[config.mk]
export PLATFORM = sky130hd
export DESIGN_NAME = uart_rx_packer
export DESIGN_NICKNAME = d
export VERILOG_FILES = /design/src/rtl/uart_pkg.sv /design/src/rtl/uart_receiver.sv /design/src/rtl/uart_rx_packer.sv
export SDC_FILE = /design/constraint.sdc
export NUM_CORES = 1
export LEC_CHECK = 0
export CORE_ASPECT_RATIO = 2
export CORE_MARGIN = 1.5
export CORE_UTILIZATION = 50
export DETAILED_ROUTE_END_ITERATION = 12
export PLACE_DENSITY = 0.78
export SYNTH_ARGS = -nofsm -noshare
export SYNTH_HDL_FRONTEND = slang
export SYNTH_HIERARCHICAL = 1
export SYNTH_SLANG_ARGS = --single-unit
[constraint.sdc]
create_clock -name uart_clk -period 3.55 [get_ports uart_clk]
set_clock_uncertainty 0.1 [all_clocks]
set_input_delay 0.8875 -clock uart_clk [delete_from_list [all_inputs] [get_ports uart_clk]]
set_output_delay 0.8875 -clock uart_clk [all_outputs]
set_load 0.03 [all_outputs]
[src/rtl/uart_pkg.sv]
// Shared types and constants for the UART receive path.
// Optional build macro RX_PARITY_EN adds the PARITY state used by the receiver.
package uart_pkg;

    localparam int UART_DATA_BITS       = 8;
    localparam int DEFAULT_CLKS_PER_BIT = 87;

    typedef enum logic [2:0] {
        IDLE    = 3'd0,
        START   = 3'd1,
        DATA    = 3'd2,
        STOP    = 3'd3,
        CLEANUP = 3'd4
`ifdef RX_PARITY_EN
        ,
        PARITY  = 3'd5
`endif
    } rx_state_t;

endpackage

[src/rtl/uart_receiver.sv]
// 8N1 UART receiver (8E1 when RX_PARITY_EN is defined): 2-FF input synchroniser,
// mid-bit sampling FSM, and one-cycle byte/frame-error/parity-error strobes.
module uart_receiver
    import uart_pkg::*;
#(
    parameter int CLKS_PER_BIT = DEFAULT_CLKS_PER_BIT
) (
    input  logic                      clk,
    input  logic                      rst,
    input  logic                      rx_serial_in,
    output logic [UART_DATA_BITS-1:0] rx_byte,
    output logic                      byte_done,
    output logic                      frame_err,
`ifdef RX_PARITY_EN
    output logic                      parity_err,
`endif
    output logic                      byte_strobe,
    output logic [UART_DATA_BITS-1:0] byte_val
);

    localparam int CW = (CLKS_PER_BIT > 1) ? $clog2(CLKS_PER_BIT) : 1;
    localparam int BW = $clog2(UART_DATA_BITS);
    localparam logic [CW-1:0] CNT_LAST = CW'(CLKS_PER_BIT - 1);
    localparam logic [CW-1:0] CNT_HALF = CW'(CLKS_PER_BIT / 2 - 1);
    localparam logic [BW-1:0] BIT_LAST = BW'(UART_DATA_BITS - 1);

    rx_state_t                 state_q, state_d;
    logic                      sync1_q, rx_s_q;
    logic [CW-1:0]             clk_cnt_q, clk_cnt_d;
    logic [BW-1:0]             bit_idx_q, bit_idx_d;
    logic [UART_DATA_BITS-1:0] shift_q, shift_d;
    logic [UART_DATA_BITS-1:0] rx_byte_q, rx_byte_d;
    logic                      byte_done_q, byte_done_d;
    logic                      frame_err_q, frame_err_d;
    logic                      bit_end, stop_sample, frame_strobe;
`ifdef RX_PARITY_EN
    logic                      parity_err_q, parity_err_d;
    logic                      par_bad_q, par_bad_d;
`endif

    always_ff @(posedge clk) begin
        if (rst) begin
            sync1_q     <= 1'b1;
            rx_s_q      <= 1'b1;
            state_q     <= IDLE;
            clk_cnt_q   <= '0;
            bit_idx_q   <= '0;
            shift_q     <= '0;
            rx_byte_q   <= '0;
            byte_done_q <= 1'b0;
            frame_err_q <= 1'b0;
`ifdef RX_PARITY_EN
            parity_err_q <= 1'b0;
            par_bad_q    <= 1'b0;
`endif
        end else begin
            sync1_q     <= rx_serial_in;
            rx_s_q      <= sync1_q;
            state_q     <= state_d;
            clk_cnt_q   <= clk_cnt_d;
            bit_idx_q   <= bit_idx_d;
            shift_q     <= shift_d;
            rx_byte_q   <= rx_byte_d;
            byte_done_q <= byte_done_d;
            frame_err_q <= frame_err_d;
`ifdef RX_PARITY_EN
            parity_err_q <= parity_err_d;
            par_bad_q    <= par_bad_d;
`endif
        end
    end

    always_comb begin
        state_d     = state_q;
        clk_cnt_d   = clk_cnt_q + CW'(1);
        bit_idx_d   = bit_idx_q;
        shift_d     = shift_q;
        rx_byte_d   = rx_byte_q;
        byte_done_d = byte_strobe;
        frame_err_d = frame_strobe;
`ifdef RX_PARITY_EN
        parity_err_d = 1'b0;
        par_bad_d    = par_bad_q;
`endif
        case (state_q)
            IDLE: begin
                clk_cnt_d = '0;
                if (!rx_s_q) state_d = START;
            end
            START: begin
                // Re-check the line at the middle of the start bit to reject glitches.
                if (clk_cnt_q == CNT_HALF) begin
                    clk_cnt_d = '0;
                    bit_idx_d = '0;
                    state_d   = rx_s_q ? IDLE : DATA;
`ifdef RX_PARITY_EN
                    par_bad_d = 1'b0;
`endif
                end
            end
            DATA: begin
                if (bit_end) begin
                    clk_cnt_d          = '0;
                    shift_d[bit_idx_q] = rx_s_q;
                    if (bit_idx_q == BIT_LAST) begin
`ifdef RX_PARITY_EN
                        state_d = PARITY;
`else
                        state_d = STOP;
`endif
                    end else begin
                        bit_idx_d = bit_idx_q + BW'(1);
                    end
                end
            end
`ifdef RX_PARITY_EN
            PARITY: begin
                if (bit_end) begin
                    clk_cnt_d    = '0;
                    state_d      = STOP;
                    par_bad_d    = ^{shift_q, rx_s_q};
                    parity_err_d = ^{shift_q, rx_s_q};
                end
            end
`endif
            STOP: begin
                if (bit_end) begin
                    clk_cnt_d = '0;
                    state_d   = CLEANUP;
                end
            end
            CLEANUP: begin
                clk_cnt_d = '0;
                state_d   = IDLE;
            end
            default: begin
                clk_cnt_d = '0;
                state_d   = IDLE;
            end
        endcase
        if (byte_strobe) rx_byte_d = shift_q;
    end

    always_comb begin
        bit_end      = (clk_cnt_q == CNT_LAST);
        stop_sample  = (state_q == STOP) && bit_end;
        byte_strobe  = stop_sample && rx_s_q;
`ifdef RX_PARITY_EN
        byte_strobe  = stop_sample && rx_s_q && !par_bad_q;
        parity_err   = parity_err_q;
`endif
        frame_strobe = stop_sample && !rx_s_q;
        byte_val     = shift_q;
        rx_byte      = rx_byte_q;
        byte_done    = byte_done_q;
        frame_err    = frame_err_q;
    end

endmodule

[src/rtl/uart_rx_packer.sv]
// Packs received UART bytes into BYTES_PER_WORD-byte words behind a valid/ready handshake.
// Optional build macro RX_PARITY_EN enables even-parity checking and the parity_err port.
module uart_rx_packer
    import uart_pkg::*;
#(
    parameter int CLKS_PER_BIT   = DEFAULT_CLKS_PER_BIT,
    parameter int BYTES_PER_WORD = 32
) (
    input  logic                                 uart_clk,
    input  logic                                 i_rst,
    input  logic                                 rx_serial_in,
    input  logic                                 word_ready,
    output logic                                 word_valid,
    output logic [UART_DATA_BITS*BYTES_PER_WORD-1:0] word_data,
    output logic [UART_DATA_BITS-1:0]            rx_byte,
    output logic                                 byte_done,
    output logic                                 frame_err,
`ifdef RX_PARITY_EN
    output logic                                 parity_err,
`endif
    output logic                                 overflow_o
);

    localparam int WORD_W = UART_DATA_BITS * BYTES_PER_WORD;
    localparam int CNT_W  = $clog2(BYTES_PER_WORD);
    localparam logic [CNT_W-1:0] LAST_BYTE = CNT_W'(BYTES_PER_WORD - 1);

    logic                      byte_strobe;
    logic [UART_DATA_BITS-1:0] byte_val;
    logic [CNT_W-1:0]          byte_cnt_q, byte_cnt_d;
    logic [WORD_W-1:0]         asm_q, asm_d;
    logic [WORD_W-1:0]         word_data_q, word_data_d;
    logic                      word_valid_q, word_valid_d;
    logic                      overflow_q, overflow_d;

    uart_receiver #(
        .CLKS_PER_BIT(CLKS_PER_BIT)
    ) u_rx (
        .clk         (uart_clk),
        .rst         (i_rst),
        .rx_serial_in(rx_serial_in),
        .rx_byte     (rx_byte),
        .byte_done   (byte_done),
        .frame_err   (frame_err),
`ifdef RX_PARITY_EN
        .parity_err  (parity_err),
`endif
        .byte_strobe (byte_strobe),
        .byte_val    (byte_val)
    );

    always_ff @(posedge uart_clk) begin
        if (i_rst) begin
            byte_cnt_q   <= '0;
            asm_q        <= '0;
            word_data_q  <= '0;
            word_valid_q <= 1'b0;
            overflow_q   <= 1'b0;
        end else begin
            byte_cnt_q   <= byte_cnt_d;
            asm_q        <= asm_d;
            word_data_q  <= word_data_d;
            word_valid_q <= word_valid_d;
            overflow_q   <= overflow_d;
        end
    end

    always_comb begin
        byte_cnt_d   = byte_cnt_q;
        asm_d        = asm_q;
        word_data_d  = word_data_q;
        word_valid_d = word_valid_q && !word_ready;
        overflow_d   = overflow_q;
        if (byte_strobe) begin
            asm_d[{byte_cnt_q, 3'b000} +: UART_DATA_BITS] = byte_val;
            if (byte_cnt_q == LAST_BYTE) begin
                byte_cnt_d = '0;
                // A completed word may replace the held one only if it leaves this cycle.
                if (!word_valid_q || word_ready) begin
                    word_data_d  = asm_d;
                    word_valid_d = 1'b1;
                end else begin
                    overflow_d = 1'b1;
                end
            end else begin
                byte_cnt_d = byte_cnt_q + CNT_W'(1);
            end
        end
    end

    assign word_valid = word_valid_q;
    assign word_data  = word_data_q;
    assign overflow_o = overflow_q;

endmodule

==> results of run 1 <==
-- cells in the mapped netlist, drive strengths merged, types with 2 or more instances --
cell	number
nand2	109
o31a	16
nand4b	5
buf	43
or2	7
a31o	4
nor3b	3
inv	5
ha	10
dfxtp	552
o21bai	74
a31oi	26
and2	25
nand4	13
a211oi	148
or4b	2
xor2	3
nor2b	4
nor3	124
xnor2	4
o221a	48
o21ai	31
nand2b	94
o21a	26
a311oi	24
a21oi	13
nand3	16
nor2	476
o22ai	3
o211a	6
nand3b	25
and3	15
a2111oi	8
or3	2
o2111ai	5
nor4bb	2
clkbuf	181
o211ai	9
mux2i	293
a22oi	2
nor4	44
-- metal layers --
metal | vias to the layer above | routed length [µm]
met2 | 796 | 35500
li1 | 9205 | -
met1 | 9455 | 25900
met3 | 220 | 4050
met5 | - | 0
met4 | 0 | 4660
-- worst max-delay path: stages, from the launching register on --
cell and delay [ns]:
dfxtp_1 0.34, inv_1 0.07, ha_1 0.16, nand4b_1 0.12
or2_2 0.38, nor3_2 0.51, nand2_1 0.20, nor2_4 0.19
buf_12 0.24, buf_12 0.30, nand2b_1 0.32, o21a_1 0.28
-- state kept, by name (all words and copies together) (netlist names) --
signal	cells
asm_q	256
byte_cnt_q	5
overflow_o	1
u_rx/bit_idx_q	3
u_rx/byte_done	1
u_rx/byte_val	8
u_rx/clk_cnt_q	7
u_rx/frame_err	1
u_rx/rx_byte	8
u_rx/rx_s_q	1
u_rx/state_q	3
u_rx/sync1_q	1
word_data	256
word_valid	1
-- kinds of logic after synthesis --
logic type	share of synthesized area, %
AOI/OAI and AO/OA	15.6
xor gates and xnor gates	0.261
adders and majority gates	0.533
buffers and inverters	4.08
DFF	47.1
muxes	12.6
and+or+nand+nor	19.8
-- through the flow --
| stage | worst slack, ns | cells | hold slack [ns] | cell area [µm²] | power [W] |
|---|---|---|---|---|---|
| global placement | 0.329 | 3237 | 0.310 | 26600 | 0.00647 |
| floorplan | 0.372 | 2511 | 0.289 | 23500 | 0.00645 |
| detailed placement | 0.259 | 3237 | 0.303 | 26600 | 0.00647 |
| finish | 0.187 | 3319 | 0.318 | 28200 | 0.0118 |
| global route | 0.0381 | 3319 | 0.347 | 28200 | 0.0120 |
| CTS | 0.248 | 3319 | 0.314 | 28200 | 0.0118 |
-- placed cells by master, fill, tap and decap left out, drive strengths merged, types with 5 or more instances in the layout --
cell type	n
o21bai	74
clkbuf	65
a2111oi	8
o21ai	31
and3	15
dfxtp	552
or2	7
nor2	476
o221a	48
o21a	26
mux2i	293
nand2	109
a211oi	148
a31oi	26
nand3b	25
nor4	44
o2111ai	5
inv	5
clkdlybuf4s50	270
o211ai	9
nor3	124
ha	10
bufinv	6
a311oi	24
clkinv	9
nand4	13
buf	53
nand2b	94
o31a	16
nand4b	5
nand3	16
o211a	6
a21oi	13
and2	25
-- layout make-up --
type                       instances  share of cell area, %
multi-input combinational       1730                   40.8
sequential                       552                   39.2
timing repair buffer             323                   11.5
clock buffer                      65                   4.84
tap                              627                   2.78
clock inverter                    17                  0.865
inverter                           5                 0.0665
-- report_power, final --
group	internal (W)	switching, W
clock network	0.00312	0.00232
logic	0.0000435	0.0000940
registers	0.00619	0.00000371
total	0.00936	0.00242
-- path summary, 6_finish.rpt --
| path | start | end | slack [ns] | cells after the start |
|---|---|---|---|---|
| setup / recovery | u_rx/clk_cnt_q[0] | word_data[125] | 0.19 | 11 |
| setup reg to reg | u_rx/clk_cnt_q[0] | word_data[125] | 0.19 | 11 |
| hold reg to reg | u_rx/sync1_q | u_rx/rx_s_q | 0.32 | 1 |
| hold / removal | u_rx/sync1_q | u_rx/rx_s_q | 0.32 | 1 |
==> flow_summary.toml, run 1 <==
[critical_path]
cp.required_ns = 3.91
crit_arrival_ns = 3.72
crit_type = "reg2reg"
worstSetupEndpointType = "flip-flop"
worstPathMaxFanout = 57
startpoint_type = "flip-flop"

[timing]
worst_pin_slew_ns = 1.10
finalSetupViolCount = 0
period_share_pct = 94.7
rsz0062_at_grt = "false"
hold_viol = 0
tns_ns = 0
fmax_ghz = 0.297
relSlewSlack_pct = 26.4
fin_crit_ns = 3.36
drv_slew = 0

[cells_and_area]
register_area_mm2 = 0.0111
diodes = 0
syn_to_final_growth_pct = 20.2
finish.utilization_pct = 60.6
multi_input_area_mm2 = 0.0115
layout-drive-gt1-share_pct = 8.88
nets = 2673
nFillCells = 3940

[power_and_ir_drop]
peakVddDrop_v = 0.000408
p_leak_nw = 10.8
power_per_cell_area_mw_per_mm2 = 417

[synth]
yosys.area.top_type = "dfxtp_1"
synth_edf_count = 0
ys_seq_area_share_pct = 47.1
syn-num-nets = 2525
syn_area_per_cell_um2 = 9.35
netlist_instances = 2511
synth_warnings = 6
synth_flop_cell = "dfxtp_1"
syn_area_mm2 = 0.0235
synth.area.top_cells = "dfxtp_1 47%, mux2i_1 12%, nor2_1 7.5%"
synth_top_cell_area_share_pct = 47.1
synth_cell_types = 68
ys_async_sr_fraction_pct = 0
ys_seq_elements = 552

[route]
dr_total_vias = 19700
drt-pass1-iter-count = 5
ant_nets = 0
routed_via_density = 5.93
drt-total-wl_um = 70100
drtIter0Drc = 1522
drc = 0
wl_per_cell_um = 21.1

[place]
numPortBuffers = 271
dp_hpwl_um = 48400
gp_routability_congestion = 0.884

[clock_network]
cts-resized-gates = 0
insertion_delay_ns = 0.56
cts_tree = "yes"
cts_hold_buf = 0
htreeDepth = 2
cts.path.max_buffers = 3
clk_pin_slew_ns = 0.07
cts.sinks = 552
cts_buffers = 47
root_buffer = "clkbuf_16"
cts_setup_buffers = 0

[floorplanning]
dieArea_mm2 = 0.0483
die_w_um = 156
die_h_um = 309
initial_core_util_pct = 50.4
num_rows = 112
core_area_mm2 = 0.0465
design.portCount = 272

[status]
status = "completed"

[grt]
grt_usage_pct = 28.4
grt.met2_usage_pct = 50.4
grt_use_met3_pct = 3.79
grt_overflow = 0
antenna_found_initial = 0
grt_pass1_vias = 19700
grt_pass1_wl_um = 108000
grt_max_degree = 217
grt.busiest_layer = "met2"
grt.met1_usage_pct = 31.6

[job]
maxCapViolations = 0

[hold_path]
hp-class = "reg2reg"
(Power assumes the default switching activity.)
==> inputs of run 2 (changes only) <==
--- a/config.mk
+++ b/config.mk
@@ -5,11 +5,10 @@
 export SDC_FILE = /design/constraint.sdc
 export NUM_CORES = 1
 export LEC_CHECK = 0
-export CORE_ASPECT_RATIO = 2
 export CORE_MARGIN = 1.5
-export CORE_UTILIZATION = 50
+export CORE_UTILIZATION = 56
 export DETAILED_ROUTE_END_ITERATION = 12
-export PLACE_DENSITY = 0.78
+export PLACE_DENSITY = 0.86
 export SYNTH_ARGS = -nofsm -noshare
 export SYNTH_HDL_FRONTEND = slang
 export SYNTH_HIERARCHICAL = 1
==> constraint.sdc (replaced) <==
create_clock -name uart_clk -period 3.55 [get_ports uart_clk]
set_clock_uncertainty 0.1 [all_clocks]
set_input_delay 0.5325 -clock uart_clk [delete_from_list [all_inputs] [get_ports uart_clk]]
set_output_delay 0.5325 -clock uart_clk [all_outputs]
set_load 0.03 [all_outputs]
==> flow_summary.toml, run 2 (synthesis results as in run 1) <==
[grt]
grt_usage_pct = 30.0
grt_overflow = 0
antenna_found_initial = 0
grt_pass1_wl_um = 105000
grt_max_degree = 158
grt_pass1_vias = 19200

[critical_path]
path_common_cell = "nand2b_1"
cp.required_ns = 3.92
critical_path.cell_chain = "nand2b_1 -> or2_2 -> nor3_2 -> buf_4 -> nand2_1 -> nor2_4 -> buf_12 -> nand2b_1 -> o21a_1"
slowest_delay_ns = 0.45
cp_slowest_cell = "or2_2"
crit_type = "reg2reg"
worstPathMaxFanout = 89
crit_arrival_ns = 3.60
startpoint_type = "flip-flop"
rrSetupSlack_ns = 0.32
worstSetupEndpointType = "flip-flop"

[route]
drtIter0Drc = 1992
drt-total-wl_um = 67100
drc = 0
dr_total_vias = 19900
wl_per_cell_um = 20.8
ant_nets = 0
drt-pass1-iter-count = 5
routed_via_density = 6.18

[timing]
relSlewSlack_pct = 31.7
drv_slew = 0
holdWs_ns = 0.307
hold_viol = 0
period_share_pct = 90.9
fmax_ghz = 0.310
worst_pin_slew_ns = 1.02
rsz0062_at_grt = "false"
finalSetupViolCount = 0
fin_crit_ns = 3.23
tns_ns = 0

[clock_network]
cts-resized-gates = 0
clk_pin_slew_ns = 0.06
cts.sinks = 552
cts_hold_buf = 0
cts_setup_buffers = 0
cts_buffers = 54
cts.path.max_buffers = 3
insertion_delay_ns = 0.60
htreeDepth = 2
cts_tree = "yes"
root_buffer = "clkbuf_16"

[cells_and_area]
final_cell_mix = "544 x dfxtp_1, 469 x nor2_1, 292 x mux2i_1, 270 x clkdlybuf4s50_1, 144 x a211oi_1"
layout-drive-gt1-share_pct = 8.89
nets = 2662
final_common_cell = "dfxtp_1"
syn_to_final_growth_pct = 20.2

[floorplanning]
dieArea_mm2 = 0.0431
die_w_um = 208
num_rows = 74
initial_core_util_pct = 57.1
design.portCount = 272
core_area_mm2 = 0.0411
die_h_um = 208

[job]
maxCapViolations = 0

[power_and_ir_drop]
peakVddDrop_v = 0.000353
p_leak_nw = 10.8
power_per_cell_area_mw_per_mm2 = 439

[status]
status = "completed"

[hold_path]
hp-class = "reg2reg"

[place]
dp_hpwl_um = 43400
numPortBuffers = 271
gp_routability_congestion = 0.884
## run 2: changes by cell type in the layout (fill, tap and decap cells not counted)
cell        before  now
diode_2          0    1
clkinv_2         8   10
dfxtp_2          4    8
buf_4           42   26
bufinv_16        6    7
buf_12          10    8
clkinvlp_4       2    4
clkbuf_16       49   57
dfxtp_1        548  544
clkbuf_8         8    9
## run 2: final cells by class
class                   count  area (µm²)
clock buffers              74        1580
fillers                  3094       12900
flip-flops and latches    552       11100
diodes                      1        2.50
well taps                 532         666
inverters                   5        18.8
clock inverters            22         299
repair buffers            305        3070
multi-input cells        1730       11500
## run 2: path summary, 6_finish.rpt
kind	to	depth (start not counted)	startpoint
setup / recovery	word_data[106]	9	u_rx/clk_cnt_q[4]
hold / removal	u_rx/rx_s_q	1	u_rx/sync1_q
setup reg to reg	word_data[106]	9	u_rx/clk_cnt_q[4]
hold reg to reg	u_rx/rx_s_q	1	u_rx/sync1_q
## run 2: metrics by stage
stage | util (%) | setup WS [ns] | power [W] | instances | cell area, µm²
3_3_place_gp | 64.0 | 0.487 | 0.00647 | 3124 | 26300
3_5_place_dp | 64.0 | 0.421 | 0.00647 | 3124 | 26300
2_1_floorplan | - | 0.372 | 0.00645 | 2511 | 23500
5_1_grt | 68.6 | 0.127 | 0.0127 | 3220 | 28200
4_1_cts | 68.6 | 0.386 | 0.0124 | 3220 | 28200
6_report | 68.6 | 0.324 | 0.0124 | 3221 | 28200
## run 2: metal layers
metal | up-vias | part of all wire, % | global-route usage, %
li1 | 9204 | - | -
met1 | 9671 | 41 | 38.6
met2 | 905 | 48 | 49.9
met3 | 137 | 8.0 | 5.93
met4 | 0 | 3.0 | 11.2
met5 | - | 0 | 0
## run 2: critical path, delay by kind of cell, from the launching register on
family | cells | cell delay, ns
AND/OR/NAND/NOR | 6 | 1.62
AO/OA/AOI/OAI | 1 | 0.27
flip-flops | 1 | 0.40
buffers and inverters | 2 | 0.60
## run 2: where the power goes
group	total (W)	internal [W]	switching (W)
Clock	0.00603	0.00361	0.00242
Combinational	0.000139	0.0000443	0.0000942
Sequential	0.00620	0.00619	0.00000391
Total	0.0124	0.00985	0.00252
==> edit, RTL diff (flow settings as in run 2) <==
The package constant `DEFAULT_CLKS_PER_BIT` goes from 87 to 174.
--- a/src/rtl/uart_pkg.sv
+++ b/src/rtl/uart_pkg.sv
@@ -4,5 +4,5 @@
 
     localparam int UART_DATA_BITS       = 8;
-    localparam int DEFAULT_CLKS_PER_BIT = 87;
+    localparam int DEFAULT_CLKS_PER_BIT = 174;
 
     typedef enum logic [2:0] {
Behaviour: same outputs for any inputs over 4 cycles, from zero or initial values and one cycle with i_rst high; that may be too few to reach the edited logic, so the function may still have changed.
==> edit against run 2 <==
Area after synthesis about the same; wire length is 0.23% lower; critical path type unchanged; critical path depth unchanged; final area increased by 0.68%; non-clock buffer count rose by 17; power rose by 0.63%; sequential cell count grew 1; setup slack worse by 160 ps.
==> edit: results (changes against run 2) <==
outcome: "complete, no violations"
yosysWarnings: 6  # unchanged
post-cts-setup-buffers: 0  # unchanged
grt_start_max_net_pins: 174  # +10%
place.gp.congestion: 0.878  # -0.70%
final_nets: 2685  # +0.86%
htree_levels: 2  # unchanged
crit_slowest_cell: "a21boi_2"
ys_types: 70  # +2.9%
port_buffers: 271  # unchanged
dp_hpwl_mm: 43.7  # +0.55%
globalRouteMet2Util_pct: 49.7  # -0.20 points
relSlewSlack_pct: 17.0  # -15 points
yosysSeqAreaShare_pct: 47.2  # +0.063 points
grt_pass1_wl_mm: 106  # +0.68%
dpl.cell_count: 3145  # +0.67%
grtUsageMet3_pct: 4.69  # -1.2 points
async_flop_share_pct: 0  # unchanged
clkLatencyLatePin_ps: 600  # about the same
cts.path.max_buffers: 3  # unchanged
n_antenna_cell: 0  # -1
hold_class: "flip-flop to flip-flop"
synthTopCellsByCount: "dfxtp_1 (553), nor2_1 (462), mux2i_1 (291)"
dp_slack_ps: 147  # -274 ps
use_met1_pct: 38.8  # +0.22 points
drt-wirelength-per-cell_um: 20.6  # -1.0%
cp.arrival_ps: 3830  # +230 ps
synth.area.top_cells: "dfxtp_1 (47%), mux2i_1 (12%), nor2_1 (7.4%)"
finalCriticalPeriod_ps: 3390  # +163 ps
stdcell_count: 3246  # +0.78%
placed_cell_area_mm2: 0.0265  # +0.60%
critPathMaxStageDelay_ps: 670  # +220 ps
p_int_mw: 9.86  # about the same
peakVddDrop_v: 0.000356  # +1.0%
path_max_fanout: 13  # -85%
numCtsBuffers: 55  # +1.9%
drtIter0Drc: 1647  # -17%
drt-pass1-iter-count: 5  # unchanged
grt_usage_pct: 30.2  # +0.21 points
viasPerCell: 6.13  # -0.85%
n_fill_cell: 3069  # -0.81%
synth_cells: 2511  # unchanged
ctsRootBufferMaster: "clkbuf_16"
antenna_found_initial: 0  # unchanged
grt_pass1_vias: 19600  # +2.1%
clkTransAtPathRegs_ps: 70
layout-drive-gt1-share_pct: 9.43  # +0.54 points
p_leak_nw: 11.0  # +1.7%
==> edit: cell types whose count changed in the layout (fill, tap and decap cells not counted), sizes merged, moves of 3 or more <==
cell	delta
or2	-4
buf	+17
nand3	+3
clkbuf	+4
nand4b	-4
or3b	+3
nor4	-8
inv	+7
nor2	-8
nand2	+12
nand2b	-6
==> edit: timing repair <==
item | CTS | global route
hold endpoints to repair | 0 | 0
resized for setup | 0 | 1
endpoints found under the setup margin | 0 | 72
==> edit: kinds of logic (layout without fill, tap and decap cells) <==
kind of cell    count (synthesis)  count (layout)  synth area share, %
flops                         553             553                 47.2
compound gates                458             458                 16.0
xor+xnor                        8               8                0.298
mux                           293             293                 12.6
buf+inv                       230             433                 4.07
fa+ha+maj                      11              11                0.586
simple gates                  958             958                 19.4
==> edit: area by class of cell <==
class	instances	area (um2)	share of cell area [%]
Tap cell	532	666	2.34
Clock buffer	78	1620	5.69
Inverter	10	37.5	0.132
Multi-Input combinational cell	1728	11500	40.5
Sequential cell	553	11100	39.0
Clock inverter	23	294	1.04
Timing Repair Buffer	322	3200	11.3
==> edit: per-layer routing <==
metal  up-vias  share of wire, %
met4         0               4.5
met2       840                47
met1      9622                41
li1       9246                 -
met5         -                 0
met3       192               7.4
==> edit: path summary, 6_finish.rpt <==
kind                                     from  slack, ps  cells past startpoint              to
worst min-delay path             u_rx/sync1_q        300                      1     u_rx/rx_s_q
worst max-delay path            byte_cnt_q[1]        160                      9  word_data[215]
worst min register to register   u_rx/sync1_q        300                      1     u_rx/rx_s_q
worst max register to register  byte_cnt_q[1]        160                      9  word_data[215]
==> edit: power groups by stage <==
stage | logic (mW) | registers [mW] | clock network, mW
floorplan | 0.112 | 6.34 | 0
global placement | 0.133 | 6.35 | 0
detailed placement | 0.135 | 6.35 | 0
CTS | 0.135 | 6.21 | 6.15
global route | 0.146 | 6.20 | 6.41
finish | 0.138 | 6.21 | 6.10
==> edit: worst max-delay path, delay by kind of cell (launching register included) <==
family | cells | cell delay (ps)
flip-flops | 1 | 600
buffers and inverters | 3 | 650
adder cells (fa/ha/maj) | 1 | 260
AO/OA/AOI/OAI | 3 | 1170
AND/OR/NAND/NOR | 2 | 530
